===== config.mk =====
export PLATFORM = sky130hd
export DESIGN_NAME = sipo
export DESIGN_NICKNAME = d
export VERILOG_FILES = /design/src/rtl/sipo.sv
export SDC_FILE = /design/constraint.sdc
export NUM_CORES = 1
export LEC_CHECK = 0
export CAP_MARGIN = 20
export CORE_AREA = 2 2 39 41
export DETAILED_ROUTE_END_ITERATION = 10
export DIE_AREA = 0 0 41 43
export GPL_TIMING_DRIVEN = 0
export PLACE_DENSITY_LB_ADDON = 0.3
export SETUP_SLACK_MARGIN = 0.4
export SLEW_MARGIN = 20
export SYNTH_ARGS = -nofsm -noshare
export SYNTH_HDL_FRONTEND = slang
export SYNTH_SLANG_ARGS = --single-unit

===== constraint.sdc =====
create_clock -name clock -period 2.75 [get_ports clock]
set_clock_uncertainty 0.15 [all_clocks]
set_input_delay 0.275 -clock clock [delete_from_list [all_inputs] [get_ports clock]]
set_output_delay 0.275 -clock clock [all_outputs]
set_load 0.01 [all_outputs]

===== src/rtl/sipo.sv =====
// MSB-first serial-to-parallel deserializer with a valid/ready holding
// register, sticky overrun flag and synchronous word realign.
module sipo #(
    parameter int WIDTH = 4
) (
    input  logic                     clock,
    input  logic                     reset,
    input  logic                     sin,
    input  logic                     sin_en,
    input  logic                     sync,
    output logic [WIDTH-1:0]         pout,
    output logic                     pout_valid,
    input  logic                     pout_ready,
    output logic                     overrun,
    output logic [$clog2(WIDTH)-1:0] bit_cnt
);

    localparam int CW = $clog2(WIDTH);
    localparam logic [CW-1:0] LAST = CW'(WIDTH - 1);

    // Only the first WIDTH-1 bits of a word need storage; the last bit
    // arrives on sin and goes straight into the holding register.
    logic [WIDTH-2:0] shreg_q, shreg_d;
    logic [CW-1:0]    cnt_q, cnt_d;
    logic [WIDTH-1:0] pout_q, pout_d;
    logic             valid_q, valid_d;
    logic             ovr_q, ovr_d;

    logic [WIDTH-1:0] word;
    logic             complete;
    logic             take;

    always_comb begin
        shreg_d  = shreg_q;
        cnt_d    = cnt_q;
        pout_d   = pout_q;
        valid_d  = valid_q;
        ovr_d    = ovr_q;
        word     = {shreg_q, sin};
        complete = sin_en && !sync && (cnt_q == LAST);
        take     = valid_q && pout_ready;

        if (sync) begin
            shreg_d = '0;
            cnt_d   = '0;
            if (sin_en) begin
                shreg_d[0] = sin;
                cnt_d      = CW'(1);
            end
        end else if (sin_en) begin
            shreg_d = word[WIDTH-2:0];
            cnt_d   = complete ? '0 : cnt_q + CW'(1);
        end

        if (complete && (!valid_q || take)) begin
            pout_d  = word;
            valid_d = 1'b1;
        end else if (complete) begin
            ovr_d = 1'b1;
        end else if (take) begin
            valid_d = 1'b0;
        end
    end

    always_ff @(posedge clock or posedge reset) begin
        if (reset) begin
            shreg_q <= '0;
            cnt_q   <= '0;
            pout_q  <= '0;
            valid_q <= 1'b0;
            ovr_q   <= 1'b0;
        end else begin
            shreg_q <= shreg_d;
            cnt_q   <= cnt_d;
            pout_q  <= pout_d;
            valid_q <= valid_d;
            ovr_q   <= ovr_d;
        end
    end

    assign pout       = pout_q;
    assign pout_valid = valid_q;
    assign overrun    = ovr_q;
    assign bit_cnt    = cnt_q;

endmodule


# Word-level counts from Yosys, hierarchy flattened
# Cells that the tools add are included.
[totals]
reg_bits = 11
in_bits = 6
elab_cells = 30
[op_classes]
add_sub_neg = 1
n_eq_ne = 2
mux = 10
bitwise = 1
reduce_logical = 11
[ops]
columns = ["op", "count"]
rows = [
  ["$mux 2", 3],
  ["$mux 3", 2],
  ["$mux 1", 5],
  ["$logic_and 1x1->1", 4],
  ["$reduce_and 2->1", 2],
  ["$reduce_bool 2->1", 2],
  ["$add 2x1->2 const B", 1],
  ["$eq 2x2->1 const B", 1],
  ["$logic_not 1->1", 2],
  ["$ne 2x1->1 const B", 1],
  ["$logic_or 1x1->1", 1],
  ["$not 1->1", 1],
]

# Depth between registers and ports, before layout
# Gate-level depths: netlist of the first run.
[logic_depth]
word_depth = 6
depth_mapped = 4
depth_no_buf = 4

# Worst setup path before layout of the first run
# Ideal clock, no wire load.
[synth_path]
path_type = "register -> register"
start = "register cnt_q[0], in the netlist bit_cnt[0]"
end = "register pout_q[0], in the netlist pout[0]"
arrival_ps = 1215
required_ps = 2475
path_slack_ps = 1260
stages_incl_launch_ff = 5
n_path_buf = 0
synth_period_minus_slack_ps = 1490
path_cell_list = "dfrtp_1 > ha_1 > nand3b_4 > nor2b_4 > mux2_4"
[synth_via]
elab_chain_cells = 3
[synth_rtl]
columns = ["item", "line", "source"]
rows = [
  ["start, declared", "24", "logic [CW-1:0] cnt_q, cnt_d;"],
  ["start signal, assigned", "74", "cnt_q <= cnt_d;"],
  ["$eq 2x2->1", "40", "complete = sin_en && !sync && (cnt_q == LAST);"],
  ["$logic_and 1x1->1", "40", ""],
  ["$logic_and 1x1->1", "55", "if (complete && (!valid_q || take)) begin"],
  ["end signal, assigned", "75", "pout_q <= pout_d;"],
  ["end, declared", "25", "logic [WIDTH-1:0] pout_q, pout_d;"],
]
# Every way passes these cells.
# A chain may end at the register's enable or synchronous reset.

# Worst setup path in the final report of the first run
[layout_path]
start = "register cnt_q[0], in the netlist bit_cnt[0]"
end = "output bit_cnt[0]"
[layout_rtl]
columns = ["item", "line", "source"]
rows = [
  ["end, declared", "15", "output logic [$clog2(WIDTH)-1:0] bit_cnt"],
]
# No word-level cell between the ends.

==> reports/results.ini, run 1 <==
[finish]
flow.area_growth_from_synthesis_pct=33.93
drive_above_1_share_pct=18.87
final_core_util_pct=47.47
layout_commonest_cell=sky130_fd_sc_hd__clkdlybuf4s50_1
antennaDiodeCount=0
final_cell_area_um2=656.9
n_fill_cell=135
final_instance_count_excl_fillers=69
finish.net_count=61
layout.cells.most_common_list=12 x sky130_fd_sc_hd__clkdlybuf4s50_1, 11 x sky130_fd_sc_hd__dfrtp_1, 5 x sky130_fd_sc_hd__nor2_1

[cts]
h_tree_levels=1
clkSinkCount=11
postCtsHoldBufs=0
tritoncts=built
cts_buffer_depth=2
clkTransAtPathRegs_ns=0.07
cts_inserted_buffers=3
clk_root_buffer_cell=sky130_fd_sc_hd__clkbuf_4
cts_post_setup_buffers_inserted=0
worst_skew_pair.late_latency_ns=0.26
cts_resized=0

[detailed_routing]
detail-route-antenna-nets=0
drt_iter0_drc=1
drt-vias-per-instance=4.478
routed-via-count=309
post_drt_wl_per_cell_um=11.04
detailedRoute.firstPassIterationCount=2
drc_errors=0
postRouteWirelength_um=762

[worst_setup_path]
critical_path.max_stage_delay_ns=0.56
critical-path-slowest-cell=sky130_fd_sc_hd__clkdlybuf4s50_1
r2r_setup_slack_ns=1.22
timing.setup.critical_path_class=flip-flop to output port
critical_path_peak_fanout=4
worst-endpoint-required_ns=2.33
cp_num_buf_inv=1
critPathLaunchType=flip-flop
critPathArrivalTime_ns=1.22
crit_path_cell_chain=clkdlybuf4s50_1
worst_setup_end_kind=output port
worst_path_dominant_cell_family=buffers and inverters

[yosys]
synth.lib_cells_used.distinct=13
synth_compound_area_share_pct=3.571
netlist.top_cell.by_area=sky130_fd_sc_hd__dfrtp_1
synth-adder-area-share_pct=2.551
syn_avg_cell_area_um2=13.26
synth_seq_cells=11
synthTopCellsByArea=sky130_fd_sc_hd__dfrtp_1 56%, sky130_fd_sc_hd__mux2_4 12%, sky130_fd_sc_hd__mux2i_1 6.1%
simple_gate_share_of_the_synthesized_area_pct=16.33
part_of_the_yosys_area_used_for_sequential_elements_pct=56.12
synthMuxAreaShare_pct=18.37
synth_fp_nets=44
synthesis.area_um2=490.5
synth_cells=37
ys.warnings.count=0
main_combinational_cell_family_by_area_after_synthesis=multiplexers
synth_xor_xnor_area_share_pct=0
synth_largest_type_area_fraction_pct=56.12

[sta]
grt_setup_unrepaired=false
setup_viol=0
finalMaxSlewViolations=0
final_cycle_utilization_of_the_critical_path_pct=59.85
min_period_ns=1.646
max-slew-margin-rel_pct=72.90
fin_tns_setup_ns=0
tightestPinTransition_ns=0.4061
timing.final.hold_violations=0
achievable-frequency_mhz=607.6

[power]
clockPowerShare_pct=28.0
switching_share_pct=23.76
switching_power_uw=90.13
vdd.ir_drop.worst_mv=0.2587
combPwrFrac_pct=21.8
seqPwrFrac_pct=50.2
leakage_nw=0.3317
internal_power_contribution_uw=289.2
areal_power_density_over_the_cells_mw_per_mm2=577.5
power_uw=379.3

[global_routing]
grtUsageMet3_pct=3.141
global_routing_usage_on_met1_pct=15.67
first_pass_grt_wire_length_mm=1.276
number_of_global_route_vias_before_repair=295
grt_use_total_pct=11.07
grt_most_used_layer=met1
grt_antenna_before_repair=0
global_route.overflow_total=0
grt_start_max_net_pins=12
met2_track_usage_gr_pct=13.75

[die]
num_rows=14
chipWidth_um=41
initial_utilization_pct=35.44
core_region_area_mm2=0.001384
io_pins=14
die_height_um=43
fp.dieArea_mm2=0.001763

[placed_design]
place.port_buffers=12
place.gp.congestion=0.6708
placed_cells_incl_taps=65
placedInstanceArea_um2=630.6

[min_path]
timing.hold.worst.class=input port to flip-flop

[flow_run]
cap_violations=0

[status]
run_status=finished, final reports clean

[stage by stage]
step                      hold slack [ns]  setup WS [ns]
final                              0.1370          1.104
after floorplan                  -0.02256          1.260
after CTS                          0.1334          1.100
after detailed placement           0.3174         0.9229
after global routing               0.1374          1.065
after global placement             0.3117         0.9345
[state kept, by name, summed over array words and instances, names as in the netlist]
signal and flops:
pout_valid 1, shreg_q 3, bit_cnt 2, pout 4, overrun 1
[metal layers]
metal  share of wire [%]  routed length (um)  up-vias
li1                    -                   -      153
met1                  48                 362      143
met2                  44                 335       11
met3                 6.4                  49        2
met4                 1.8                  14        0
met5                   0                   0        -
[cells by family after synthesis]
kind of cell               count (synthesis)
AOI/OAI and AO/OA                          3
adders and majority gates                  1
buffers and inverters                      2
DFF                                       11
muxes                                      7
and+or+nand+nor                           13
[power groups by stage]
stage,Combinational [mW],Sequential [mW],Clock [mW]
6_report,0.0826,0.191,0.106
5_1_grt,0.0912,0.193,0.118
4_1_cts,0.0839,0.191,0.111
3_5_place_dp,0.0840,0.194,0
3_3_place_gp,0.0830,0.193,0
2_1_floorplan,0.0352,0.199,0
[synth_stat cells]
cell type	number
sky130_fd_sc_hd__buf_6	1
sky130_fd_sc_hd__o21ai_0	2
sky130_fd_sc_hd__mux2i_1	3
sky130_fd_sc_hd__nand2_1	4
sky130_fd_sc_hd__nor2_1	5
sky130_fd_sc_hd__nor2b_4	1
sky130_fd_sc_hd__dfrtp_1	11
sky130_fd_sc_hd__mux2_4	4
sky130_fd_sc_hd__ha_1	1
sky130_fd_sc_hd__o21bai_1	1
sky130_fd_sc_hd__inv_1	1
sky130_fd_sc_hd__nand2b_1	2
sky130_fd_sc_hd__nand3b_4	1
[layout make-up]
type	instances	area, um^2	share of cell area, %
clock buffers	4	26.28	4.000
well taps	16	20.02	3.048
repair buffers	12	120.1	18.29
multi-input cells	24	200.2	30.48
plain buffers	1	11.26	1.714
flip-flops and latches	11	275.3	41.90
inverters	1	3.754	0.5714
[path summary, 6_finish.rpt]
check / depth (start not counted) / from / end
worst min register to register: 1 / overrun / overrun
min in group asynchronous: 2 / reset / pout[3]
max in group asynchronous: 2 / reset / shreg_q[1]
worst min-delay path: 3 / sin_en / bit_cnt[0]
worst max-delay path: 1 / bit_cnt[0] / bit_cnt[0]
worst max register to register: 4 / bit_cnt[0] / pout[3]
Note: power is estimated with default switching activity, not from simulation.
==> run 2: changes to the inputs <==
==> constraint.sdc (replaced) <==
create_clock -name clock -period 1.3 [get_ports clock]
set_clock_uncertainty 0.15 [all_clocks]
set_input_delay 0.13 -clock clock [delete_from_list [all_inputs] [get_ports clock]]
set_output_delay 0.13 -clock clock [all_outputs]
set_load 0.01 [all_outputs]
==> run 2 against run 1 <==
Against the previous run:
- the run now ends with negative hold slack, negative setup slack left
- critical endpoint is now pout[2]
- largest power group unchanged
- die area did not move
- non-clock buffer count rose by 9
- clock power rose by 120%
- sequential power rose by 110%
- highest routed layer unchanged
- global-route usage rose by 0.94 points
- power rose by 120%
- setup slack got worse by 1.2 ns
- via count rose by 14%
==> reports/results.ini, run 2 (synthesis gave the netlist of run 1 again) <==
[status]
run_status=finished, violations left  ; was finished, final reports clean
violations=negative hold slack, negative setup slack

[finish]
largest_register_ff_count=4  ; unchanged
final_core_util_pct=52.53  ; was 47.47%
finish.net_count=70  ; was 61
final_cell_area_um2=726.9  ; was 656.9 um^2
layout_commonest_cell=sky130_fd_sc_hd__dfrtp_1  ; was sky130_fd_sc_hd__clkdlybuf4s50_1
drive_above_1_share_pct=46.77  ; was 18.87%
antennaDiodeCount=0  ; unchanged
flow.area_growth_from_synthesis_pct=48.21  ; was 33.93%
final_instance_count_excl_fillers=78  ; was 69
layout.cells.most_common_list=10 x sky130_fd_sc_hd__dfrtp_1, 7 x sky130_fd_sc_hd__buf_4, 6 x sky130_fd_sc_hd__buf_6  ; was 12 x sky130_fd_sc_hd__clkdlybuf4s50_1, 11 x sky130_fd_sc_hd__dfrtp_1, 5 x sky130_fd_sc_hd__nor2_1

[placed_design]
place.port_buffers=12  ; unchanged
placedInstanceArea_um2=644.4  ; was 630.6 um^2
placed_cells_incl_taps=65  ; unchanged
place.gp.congestion=0.6408  ; was 0.6708

[power]
vdd.ir_drop.worst_mv=0.4556  ; was 0.2587 mV
areal_power_density_over_the_cells_mw_per_mm2=1158  ; was 577.5 mW/mm^2
leakage_nw=0.4019  ; was 0.3317 nW

[detailed_routing]
drc_errors=0  ; unchanged
drt_iter0_drc=0  ; was 1
postRouteWirelength_um=861  ; was 762 um
detailedRoute.firstPassIterationCount=1  ; was 2
drt-vias-per-instance=4.513  ; was 4.478
detail-route-antenna-nets=0  ; unchanged
post_drt_wl_per_cell_um=11.04  ; about the same
routed-via-count=352  ; was 309

[sta]
tightestPinTransition_ns=0.4024  ; was 0.4061 ns
fin_tns_setup_ns=-0.4631  ; was 0 ns
final_cycle_utilization_of_the_critical_path_pct=108.9
grt_setup_unrepaired=true  ; was false
max-slew-margin-rel_pct=73.14  ; was 72.90%
finalMaxSlewViolations=0  ; unchanged
timing.final.hold_violations=12  ; was 0
worst_slack_ns=-0.1151  ; was 1.104 ns
achievable-frequency_mhz=706.7
setup_viol=5  ; was 0
finalHoldWorstSlack_ns=-0.01255  ; was 0.1370 ns
min_period_ns=1.415

[cts]
cts_inserted_buffers=3  ; unchanged
clk_root_buffer_cell=sky130_fd_sc_hd__clkbuf_4  ; unchanged
clkTransAtPathRegs_ns=0.07  ; about the same
cts_buffer_depth=2  ; unchanged
h_tree_levels=1  ; unchanged
worst_skew_pair.late_latency_ns=0.27  ; was 0.26 ns
tritoncts=built  ; unchanged
clkSinkCount=11  ; unchanged

[worst_setup_path]
r2r.worst_path.cells=4  ; unchanged
critPathLaunchType=flip-flop  ; unchanged
timing.critical_path.depth=4  ; was 1
crit_path_cell_chain=ha_4 -> nand3b_4 -> nor2b_4 -> mux2_4  ; was clkdlybuf4s50_1
timing.setup.critical_path_class=flip-flop to flip-flop  ; was flip-flop to output port
critical-path-slowest-cell=sky130_fd_sc_hd__dfrtp_2  ; was sky130_fd_sc_hd__clkdlybuf4s50_1
critical_path_peak_fanout=4  ; unchanged
critPathArrivalTime_ns=1.42  ; was 1.22 ns
worst_path_dominant_cell_family=flip-flops  ; was buffers and inverters
worst_setup_end_kind=flip-flop  ; was output port
worst-endpoint-required_ns=1.31  ; was 2.33 ns
critical_path.max_stage_delay_ns=0.39  ; was 0.56 ns
cp_num_buf_inv=0  ; was 1

[global_routing]
first_pass_grt_wire_length_mm=1.393  ; was 1.276 mm
grt_use_total_pct=12.00  ; was 11.07%
grt_antenna_before_repair=0  ; unchanged
number_of_global_route_vias_before_repair=327  ; was 295
grt_start_max_net_pins=12  ; unchanged
global_route.overflow_total=0  ; unchanged

[min_path]
hold-path-cell-count=3  ; unchanged
timing.hold.worst.class=input port to flip-flop  ; unchanged

[die]
chipWidth_um=41  ; unchanged
core_region_area_mm2=0.001384  ; unchanged
num_rows=14  ; unchanged
io_pins=14  ; unchanged
initial_utilization_pct=35.44  ; unchanged
fp.dieArea_mm2=0.001763  ; unchanged
die_height_um=43  ; unchanged

[flow_run]
cap_violations=0  ; unchanged

## run 2: cell count changes in the layout (fill, tap and decap cells not counted), sizes merged
cell           previous run  this run
clkdlybuf4s50            12         3
dlymetal6s2s              0         1
buf                       1        18
## run 2: metal layers
layer	track usage, %	wire length [um]	vias to the layer above
met2	18.44	410	13
met5	0	0	-
met3	3.141	69	2
met1	14.77	363	166
li1	-	-	171
met4	6.000	17	0
## run 2: what timing repair did
item	CTS	global route
endpoints found under the setup margin	16	19
pin swaps	1	2
buffers inserted	9	0
gates resized for setup	35	3
hold endpoints to repair	2	0
## run 2: final cells by class
class	instances	area, um^2
clock buffers	4	26.28
flip-flops and latches	11	276.5
multi-input cells	24	212.7
well taps	16	20.02
fillers	136	656.9
inverters	1	3.754
plain buffers	1	11.26
repair buffers	21	176.4
## run 2: path summary, 6_finish.rpt
| kind | startpoint | end | slack (ns) |
|---|---|---|---|
| worst min-delay path | sin_en | bit_cnt[0] | -0.01 |
| worst max register to register | bit_cnt[0] | pout[2] | -0.12 |
| worst min register to register | shreg_q[2] | pout[3] | 0.36 |
| max in group asynchronous | reset | bit_cnt[0] | 0.70 |
| worst max-delay path | bit_cnt[0] | pout[2] | -0.12 |
| min in group asynchronous | reset | pout[0] | 0 |
## run 2: metrics by stage
step | setup slack, ns | power, mW | hold slack [ns]
after floorplan | -0.1300 | 0.5031 | -0.1676
final | -0.1151 | 0.8419 | -0.01255
after CTS | -0.1100 | 0.8462 | -0.01743
after global placement | -0.3710 | 0.5915 | 0.2499
after detailed placement | -0.3901 | 0.5971 | 0.2597
after global routing | -0.1545 | 0.8880 | 0.0004035
## run 2: power breakdown
group,internal (mW),total [mW],switching [mW]
combinational,0.130,0.206,0.0767
sequential,0.379,0.402,0.0223
clock,0.119,0.234,0.115
## run 2: worst min-delay path, cell delays in order
cell and delay (ns):
sky130_fd_sc_hd__buf_6 0.11, sky130_fd_sc_hd__o21ai_1 0.07, sky130_fd_sc_hd__nand2_1 0.06
==> run 3: changes to the inputs <==
==> constraint.sdc (replaced) <==
create_clock -name clock -period 1.2 [get_ports clock]
set_clock_uncertainty 0.15 [all_clocks]
set_input_delay 0.12 -clock clock [delete_from_list [all_inputs] [get_ports clock]]
set_output_delay 0.12 -clock clock [all_outputs]
set_load 0.01 [all_outputs]
==> run 3 against run 2 <==
Against the previous run:
- combinational power is 8% higher
- sequential cell count stayed put
- power is 8.2% higher
- clock-buffer cell count stayed put
- maximum frequency stayed put
- the run still ends with negative hold slack, negative setup slack left
- register-to-register slack worse by 0.10 ns
- highest routed layer unchanged
- setup slack worse by 0.10 ns
- cell count stayed put
- via count stayed put
- wire length is 0.12% lower
- die area stayed put
==> reports/results.ini, run 3 (synthesis gave the netlist of run 1 again) <==
[sta]
worst_slack_ns=-0.2151  ; was -0.1151 ns
finalHoldWorstSlack_ns=-0.02255  ; was -0.01255 ns
min_period_ns=1.415  ; about the same
final_cycle_utilization_of_the_critical_path_pct=117.9  ; was 108.9%
fin_tns_setup_ns=-1.064  ; was -0.4631 ns
max-slew-margin-rel_pct=73.14  ; unchanged
finalMaxSlewViolations=0  ; unchanged
grt_setup_unrepaired=true  ; unchanged
tightestPinTransition_ns=0.4024  ; unchanged
setup_viol=8  ; was 5
timing.final.hold_violations=13  ; was 12
achievable-frequency_mhz=706.7  ; unchanged

[detailed_routing]
drt-vias-per-instance=4.513  ; unchanged
routed-via-count=352  ; unchanged
detail-route-antenna-nets=0  ; unchanged
detailedRoute.firstPassIterationCount=1  ; unchanged
drt_iter0_drc=0  ; unchanged
drc_errors=0  ; unchanged
postRouteWirelength_um=860  ; was 861 um
post_drt_wl_per_cell_um=11.03  ; was 11.04 um

[cts]
clkTransAtPathRegs_ns=0.07  ; about the same
clk_root_buffer_cell=sky130_fd_sc_hd__clkbuf_4  ; unchanged
h_tree_levels=1  ; unchanged
tritoncts=built  ; unchanged
cts_inserted_buffers=3  ; unchanged
clkSinkCount=11  ; unchanged
worst_skew_pair.late_latency_ns=0.27  ; about the same
cts_buffer_depth=2  ; unchanged

[finish]
flow.area_growth_from_synthesis_pct=47.45  ; was 48.21%
layout.cells.most_common_list=10 x sky130_fd_sc_hd__dfrtp_1, 7 x sky130_fd_sc_hd__buf_4, 6 x sky130_fd_sc_hd__buf_6  ; unchanged
n_fill_cell=136  ; unchanged
drive_above_1_share_pct=46.77  ; unchanged
finish.net_count=70  ; unchanged
layout_commonest_cell=sky130_fd_sc_hd__dfrtp_1  ; unchanged
antennaDiodeCount=0  ; unchanged
multi_input_area_um2=212.7  ; unchanged
regArea_um2=276.5  ; unchanged
largest_register_ff_count=4  ; unchanged

[power]
areal_power_density_over_the_cells_mw_per_mm2=1260  ; was 1158 mW/mm^2
vdd.ir_drop.worst_mv=0.4950  ; was 0.4556 mV
leakage_nw=0.3941  ; was 0.4019 nW

[worst_setup_path]
critPathLaunch=bit_cnt[0]  ; unchanged
critical_path_peak_fanout=4  ; unchanged
critPathLaunchType=flip-flop  ; unchanged
critPathArrivalTime_ns=1.42  ; about the same
timing.setup.critical_path_class=flip-flop to flip-flop  ; unchanged
timing.rr.start=bit_cnt[0]  ; unchanged
worst_setup_end_kind=flip-flop  ; unchanged
worst-endpoint-required_ns=1.21  ; was 1.31 ns

[min_path]
hp-start=sin_en  ; unchanged
timing.hold.worst.class=input port to flip-flop  ; unchanged

[global_routing]
grt_use_total_pct=12.00  ; unchanged
global_route.overflow_total=0  ; unchanged
grt_antenna_before_repair=0  ; unchanged
grt_start_max_net_pins=12  ; unchanged
first_pass_grt_wire_length_mm=1.393  ; unchanged
number_of_global_route_vias_before_repair=327  ; unchanged

[status]
violations=negative hold slack, negative setup slack  ; unchanged
run_status=finished, violations left  ; unchanged

[die]
initial_utilization_pct=35.44  ; unchanged
chipWidth_um=41  ; unchanged
fp.dieArea_mm2=0.001763  ; unchanged
io_pins=14  ; unchanged
core_region_area_mm2=0.001384  ; unchanged
die_height_um=43  ; unchanged
num_rows=14  ; unchanged

[placed_design]
place.port_buffers=12  ; unchanged
place.gp.congestion=0.6408  ; unchanged

[flow_run]
cap_violations=0  ; unchanged

run 3: cell types whose count changed in the layout (fill, tap and decap cells not counted):
cell / previous run / this run
sky130_fd_sc_hd__dlymetal6s2s_1: 1 / 0
sky130_fd_sc_hd__dlygate4sd2_1: 0 / 1
run 3: per-stage QoR:
step	std cells	total power, mW	instance area [um^2]	utilization [%]	setup WS [ns]
2_1_floorplan	37	0.5450	504.2	-	-0.2300
3_3_place_gp	65	0.6408	644.4	46.56	-0.4610
3_5_place_dp	65	0.6469	644.4	46.56	-0.4801
4_1_cts	78	0.9156	710.7	51.36	-0.2098
5_1_grt	78	0.9612	723.2	52.26	-0.2545
6_report	78	0.9112	723.2	52.26	-0.2151
run 3: worst max-delay path: stages (launching register included):
cell,delay [ns]
sky130_fd_sc_hd__dfrtp_2,0.39
sky130_fd_sc_hd__ha_4,0.15
sky130_fd_sc_hd__nand3b_4,0.09
sky130_fd_sc_hd__nor2b_4,0.20
sky130_fd_sc_hd__mux2_4,0.32
run 3: timing repair:
| action | 4_1_cts | 5_1_grt |
|---|---|---|
| endpoints found under the hold margin | 2 | 1 |
| gates cloned | 0 | 0 |
| resized for setup | 36 | 2 |
| endpoints found under the setup margin | 19 | 19 |
| pin swaps | 3 | 2 |
| buffers inserted | 9 | 0 |
run 3: final timing paths:
kind | endpoint | slack, ns | cells past startpoint
setup / recovery | pout[2] | -0.22 | 4
hold / removal | bit_cnt[0] | -0.02 | 3
setup reg to reg | pout[2] | -0.22 | 4
hold reg to reg | pout[3] | 0.36 | 1
max in group asynchronous | bit_cnt[0] | 0.61 | 2
min in group asynchronous | pout[0] | -0.01 | 2
run 3: routing by layer:
layer  up-vias  part of all wire [%]  track usage [%]
met5         -                     0                0
met4         0                   2.0            6.000
met3         2                   8.0            3.141
met2        13                    48            18.44
met1       166                    42            14.77
li1        171                     -                -
run 3: where the power goes:
group | switching, mW | internal, mW | total (mW)
clock | 0.125 | 0.129 | 0.253
sequential | 0.0241 | 0.411 | 0.435
combinational | 0.0831 | 0.140 | 0.223
total | 0.232 | 0.679 | 0.911
run 3: cell type report:
cell class	instances	area share (%)
clock buffer	4	3.633
sequential	11	38.24
tap	16	2.768
buffer	1	1.557
inverter	1	0.5190
multi-input combinational	24	29.41
timing repair buffer	21	23.88
==> edit 1: new RTL, settings of run 2 <==
The parameter `WIDTH` goes from 4 to 2.
--- a/src/rtl/sipo.sv
+++ b/src/rtl/sipo.sv
@@ -1,7 +1,7 @@
 // MSB-first serial-to-parallel deserializer with a valid/ready holding
 // register, sticky overrun flag and synchronous word realign.
 module sipo #(
-    parameter int WIDTH = 4
+    parameter int WIDTH = 2
 ) (
     input  logic                     clock,
     input  logic                     reset,
Interface: changed (resized bit_cnt and pout); port bits go from 14 to 11. The function was not compared with the original's and may differ.
==> edit 1 against run 2 <==
The run ends with negative hold slack left. Power fell by 29%. Hold slack got worse by 0.025 ns. Worst setup slack improved by 0.19 ns. Non-clock buffer count fell by 9. Routed wire length fell by 44%. Sequential cell count fell by 5. Design area fell by 42%. Area after synthesis fell by 48%. Largest cell class unchanged.
==> edit 1: results (changes against run 2) <==
| Metric | Value |
|---|---|
| HP Class | in2async |
| Slowest-stage cell, CP | dfrtp_1 |
| GP Congestion | 0.633 (-1.2%) |
| Largest net degree at the start of global routing | 7 (-5) |
| First drt pass iteration count | 2 (+1) |
| Fin crit share | 0.944 (-0.144) |
| Layout cells sized above 1 | 0.457 (-0.0106) |
| CP Launch Point | bit_cnt$_DFFE_PP0P_ |
| Pre-CTS WS | -0.274 ns (+0.116 ns) |
| Post-synthesis sequential area ratio | 0.585 (+0.0241) |
| Max stage delay on crit path | 0.41 ns (+0.02 ns) |
| R2R depth | 3 (-1) |
| Worst-path maximum fanout | 3 (-1) |
| Vias | 191 (-46%) |
| Top post-synthesis cells by area | dfrtp_1 59%, mux2_1 8.8%, nand2b_4 5.4% |
| Hold_ws | -0.0371 ns (-0.0246 ns) |
| Leak pwr | 0.000217 uW (-46%) |
| Worst r2r dst | pout[1]$_DFFE_PP0P_ |
| Final hold violation count | 6 (-6) |
| Yosys cell types | 11 (-2) |
| GRT Total Usage | 0.0718 (-0.0483) |
| First-pass GRT wire length | 779 um (-44%) |
| Peak VDD IR | 0.527 mV (+16%) |
| Worst-path clk slew | 0.04 ns (-0.03 ns) |
| Violated checks | negative hold slack |
| Status | finished, violations left |
| R2r setup slk | 0.07 ns (+0.19 ns) |
| Max reg flops | 2 (-2) |
| Slew Limit Headroom | 0.845 (+0.114) |
| Synth Instances | 19 (-49%) |
| Placed insts | 45 (-31%) |
edit 1: changes by cell type after synthesis, moves of 2 or more:
| cell | change |
|---|---|
| dfrtp_1 | -5 |
| nor2_1 | -5 |
| mux2_4 | -4 |
| mux2i_1 | -3 |
| mux2_1 | +2 |
| nand2_1 | -2 |
edit 1: power by group through the flow:
stage	clock network, uW	logic, uW	registers [uW]
3_3_place_gp	0	170	255
2_1_floorplan	0	48.6	274
6_report	165	179	257
3_5_place_dp	0	173	257
4_1_cts	177	156	254
5_1_grt	191	197	262
edit 1: repair_timing:
| item | CTS | global route |
|---|---|---|
| pin swaps | 1 | 1 |
| hold endpoints to repair | 6 | 6 |
| gates resized for setup | 21 | 4 |
| setup endpoints to repair | 8 | 10 |
| buffers inserted | 1 | 2 |
edit 1: cell families (layout without fill, tap and decap cells):
| group | after synthesis | count (layout) | share of synthesized area |
|---|---|---|---|
| simple gates | 7 | 7 | 0.229 |
| flops | 6 | 6 | 0.585 |
| compound gates | 2 | 2 | 0.0488 |
| mux | 2 | 2 | 0.0878 |
| xor+xnor | 1 | 1 | 0.0342 |
| buf+inv | 1 | 17 | 0.0146 |
edit 1: final cells by class:
cell class                      instances  area, sq um  area share
Timing Repair Buffer                   13          109       0.257
Sequential cell                         6          150       0.354
Multi-Input combinational cell         12          119       0.280
Tap cell                               16         20.0      0.0472
Clock buffer                            3         22.5      0.0531
Inverter                                1         3.75     0.00885
edit 1: worst min path at each step:
| stage | start | endpoint | cells past startpoint |
|---|---|---|---|
| global route | reset | pout[1]$_DFFE_PP0P_ | 2 |
| detailed placement | reset | pout[0]$_DFFE_PP0P_ | 2 |
| finish | reset | pout[0]$_DFFE_PP0P_ | 2 |
| floorplan | reset | bit_cnt$_DFFE_PP0P_ | 1 |
| CTS | reset | pout[0]$_DFFE_PP0P_ | 2 |
| global placement | reset | pout_valid$_DFFE_PP0P_ | 2 |
edit 1: metrics by stage:
stage          hold WS, ns  setup TNS, ns
4_1_cts            -0.0336              0
5_1_grt           -0.00827              0
6_report           -0.0371              0
3_5_place_dp         0.223         -0.535
3_3_place_gp         0.208         -0.512
2_1_floorplan       -0.229              0
edit 1: routing by layer:
layer,global-route usage,vias up,part of all wire
met5,0,-,0
met4,0.0400,0,0
met3,0.0628,0,0.091
met2,0.0906,10,0.46
met1,0.0789,87,0.45
li1,-,94,-
edit 1: worst reg2reg max path, cell delays in order (launching register included):
cell	delay, ns
dfrtp_1	0.41
nand3b_4	0.11
nor2b_4	0.14
mux2_4	0.31
==> edit 2: new RTL, settings of run 2 <==
Without the edit above. Register the output `bit_cnt` once more, with the module's reset; this adds one clock of latency there. The other outputs are not delayed to match.
--- a/src/rtl/sipo.sv
+++ b/src/rtl/sipo.sv
@@ -81,7 +81,13 @@
     assign pout       = pout_q;
     assign pout_valid = valid_q;
     assign overrun    = ovr_q;
-    assign bit_cnt    = cnt_q;
+    always_ff @(posedge clock or posedge reset) begin
+        if (reset) begin
+            bit_cnt <= '0;
+        end else begin
+            bit_cnt <= cnt_q;
+        end
+    end
 
 endmodule
 
Behaviour: not the same (a bounded check fails within 4 cycles, from zero or initial values and one cycle with reset high).
==> edit 2 against run 2 <==
The flow still finishes with violations (negative hold slack, negative setup slack). Hold slack worse by 0.0080 ns. Power is 9.3% higher. Combinational power is 2% higher. Area after synthesis is 10% higher. Via count is 3.1% higher. Sequential cell count is 2 higher. Count of clock-buffer cells in the layout stayed put. Non-clock buffer count is 1 higher. Routed wire length is 4.9% higher. Design area is 4.6% higher. Worst setup slack better by 0.0051 ns.
==> edit 2: results (changes against run 2) <==
| Metric | Value |
|---|---|
| Status | finished, violations left |
| Violated checks | negative hold slack, negative setup slack |
| Synth top cells by count | 13 x dfrtp_1, 5 x nor2_1, 4 x mux2_4, 4 x nand2_1, 3 x mux2i_1 |
| Power Total | 921 uW (+9.3%) |
| Pre-CTS WS | -0.375 ns (+0.0147 ns) |
| GP Congestion | 0.667 (+4.1%) |
| Worst-margin pin slew | 0.485 ns (+0.0830 ns) |
| Top post-synthesis cells by area | dfrtp_1 60%, mux2_4 11%, mux2i_1 5.6% |
| M1 WL | 420 um (+16%) |
| Synth Instances | 39 (+5.4%) |
| Slowest-stage cell, CP | dfrtp_1 |
| Comb power | 210 uW (+2%) |
| Grt met2 use | 0.175 (-0.00938) |
| Vias | 363 (+3.1%) |
| Fillers | 134 (-1.5%) |
| Hold_ws | -0.0206 ns (-0.00801 ns) |
| Routed wl met3 | 64 um (-7.2%) |
| Num sequential | 13 (+2) |
| Worst Setup Slack, final | -0.110 ns (+0.00512 ns) |
| Setup bufs post-CTS | 7 (-2) |
| Signal buf overhead | 0.227 (-0.0312) |
| Largest net degree at the start of global routing | 14 (+2) |
| Internal | 695 uW (+11%) |
| Final Setup Violations | 4 (-1) |
| Grt met3 use | 0.0471 (+0.0157) |
| Wire length on met2 | 408 um (-0.49%) |
| M1 GR Usage | 0.156 (+0.00828) |
| Final hold violation count | 2 (-10) |
| CTS resizes | 32 (-8.6%) |
edit 2: changes by cell type after synthesis, sizes merged:
cell	delta
dfrtp	+2
edit 2: final timing paths:
| kind | startpoint | end | cells past startpoint |
|---|---|---|---|
| max | cnt_q[0]$_DFFE_PP0P_ | pout[2]$_DFFE_PP0P_ | 4 |
| min | sin_en | cnt_q[0]$_DFFE_PP0P_ | 3 |
| max reg2reg | cnt_q[0]$_DFFE_PP0P_ | pout[2]$_DFFE_PP0P_ | 4 |
| min reg2reg | shreg_q[2]$_DFFE_PP0P_ | pout[3]$_DFFE_PP0P_ | 1 |
| max in group asynchronous | reset | pout[0]$_DFFE_PP0P_ | 2 |
| min in group asynchronous | reset | bit_cnt[1]$_DFF_PP0_ | 2 |
edit 2: through the flow:
step           setup TNS (ns)   util
2_1_floorplan          -0.345      -
3_3_place_gp            -1.49  0.501
3_5_place_dp            -1.50  0.501
4_1_cts                -0.440  0.529
5_1_grt                -0.599  0.550
6_report               -0.430  0.550
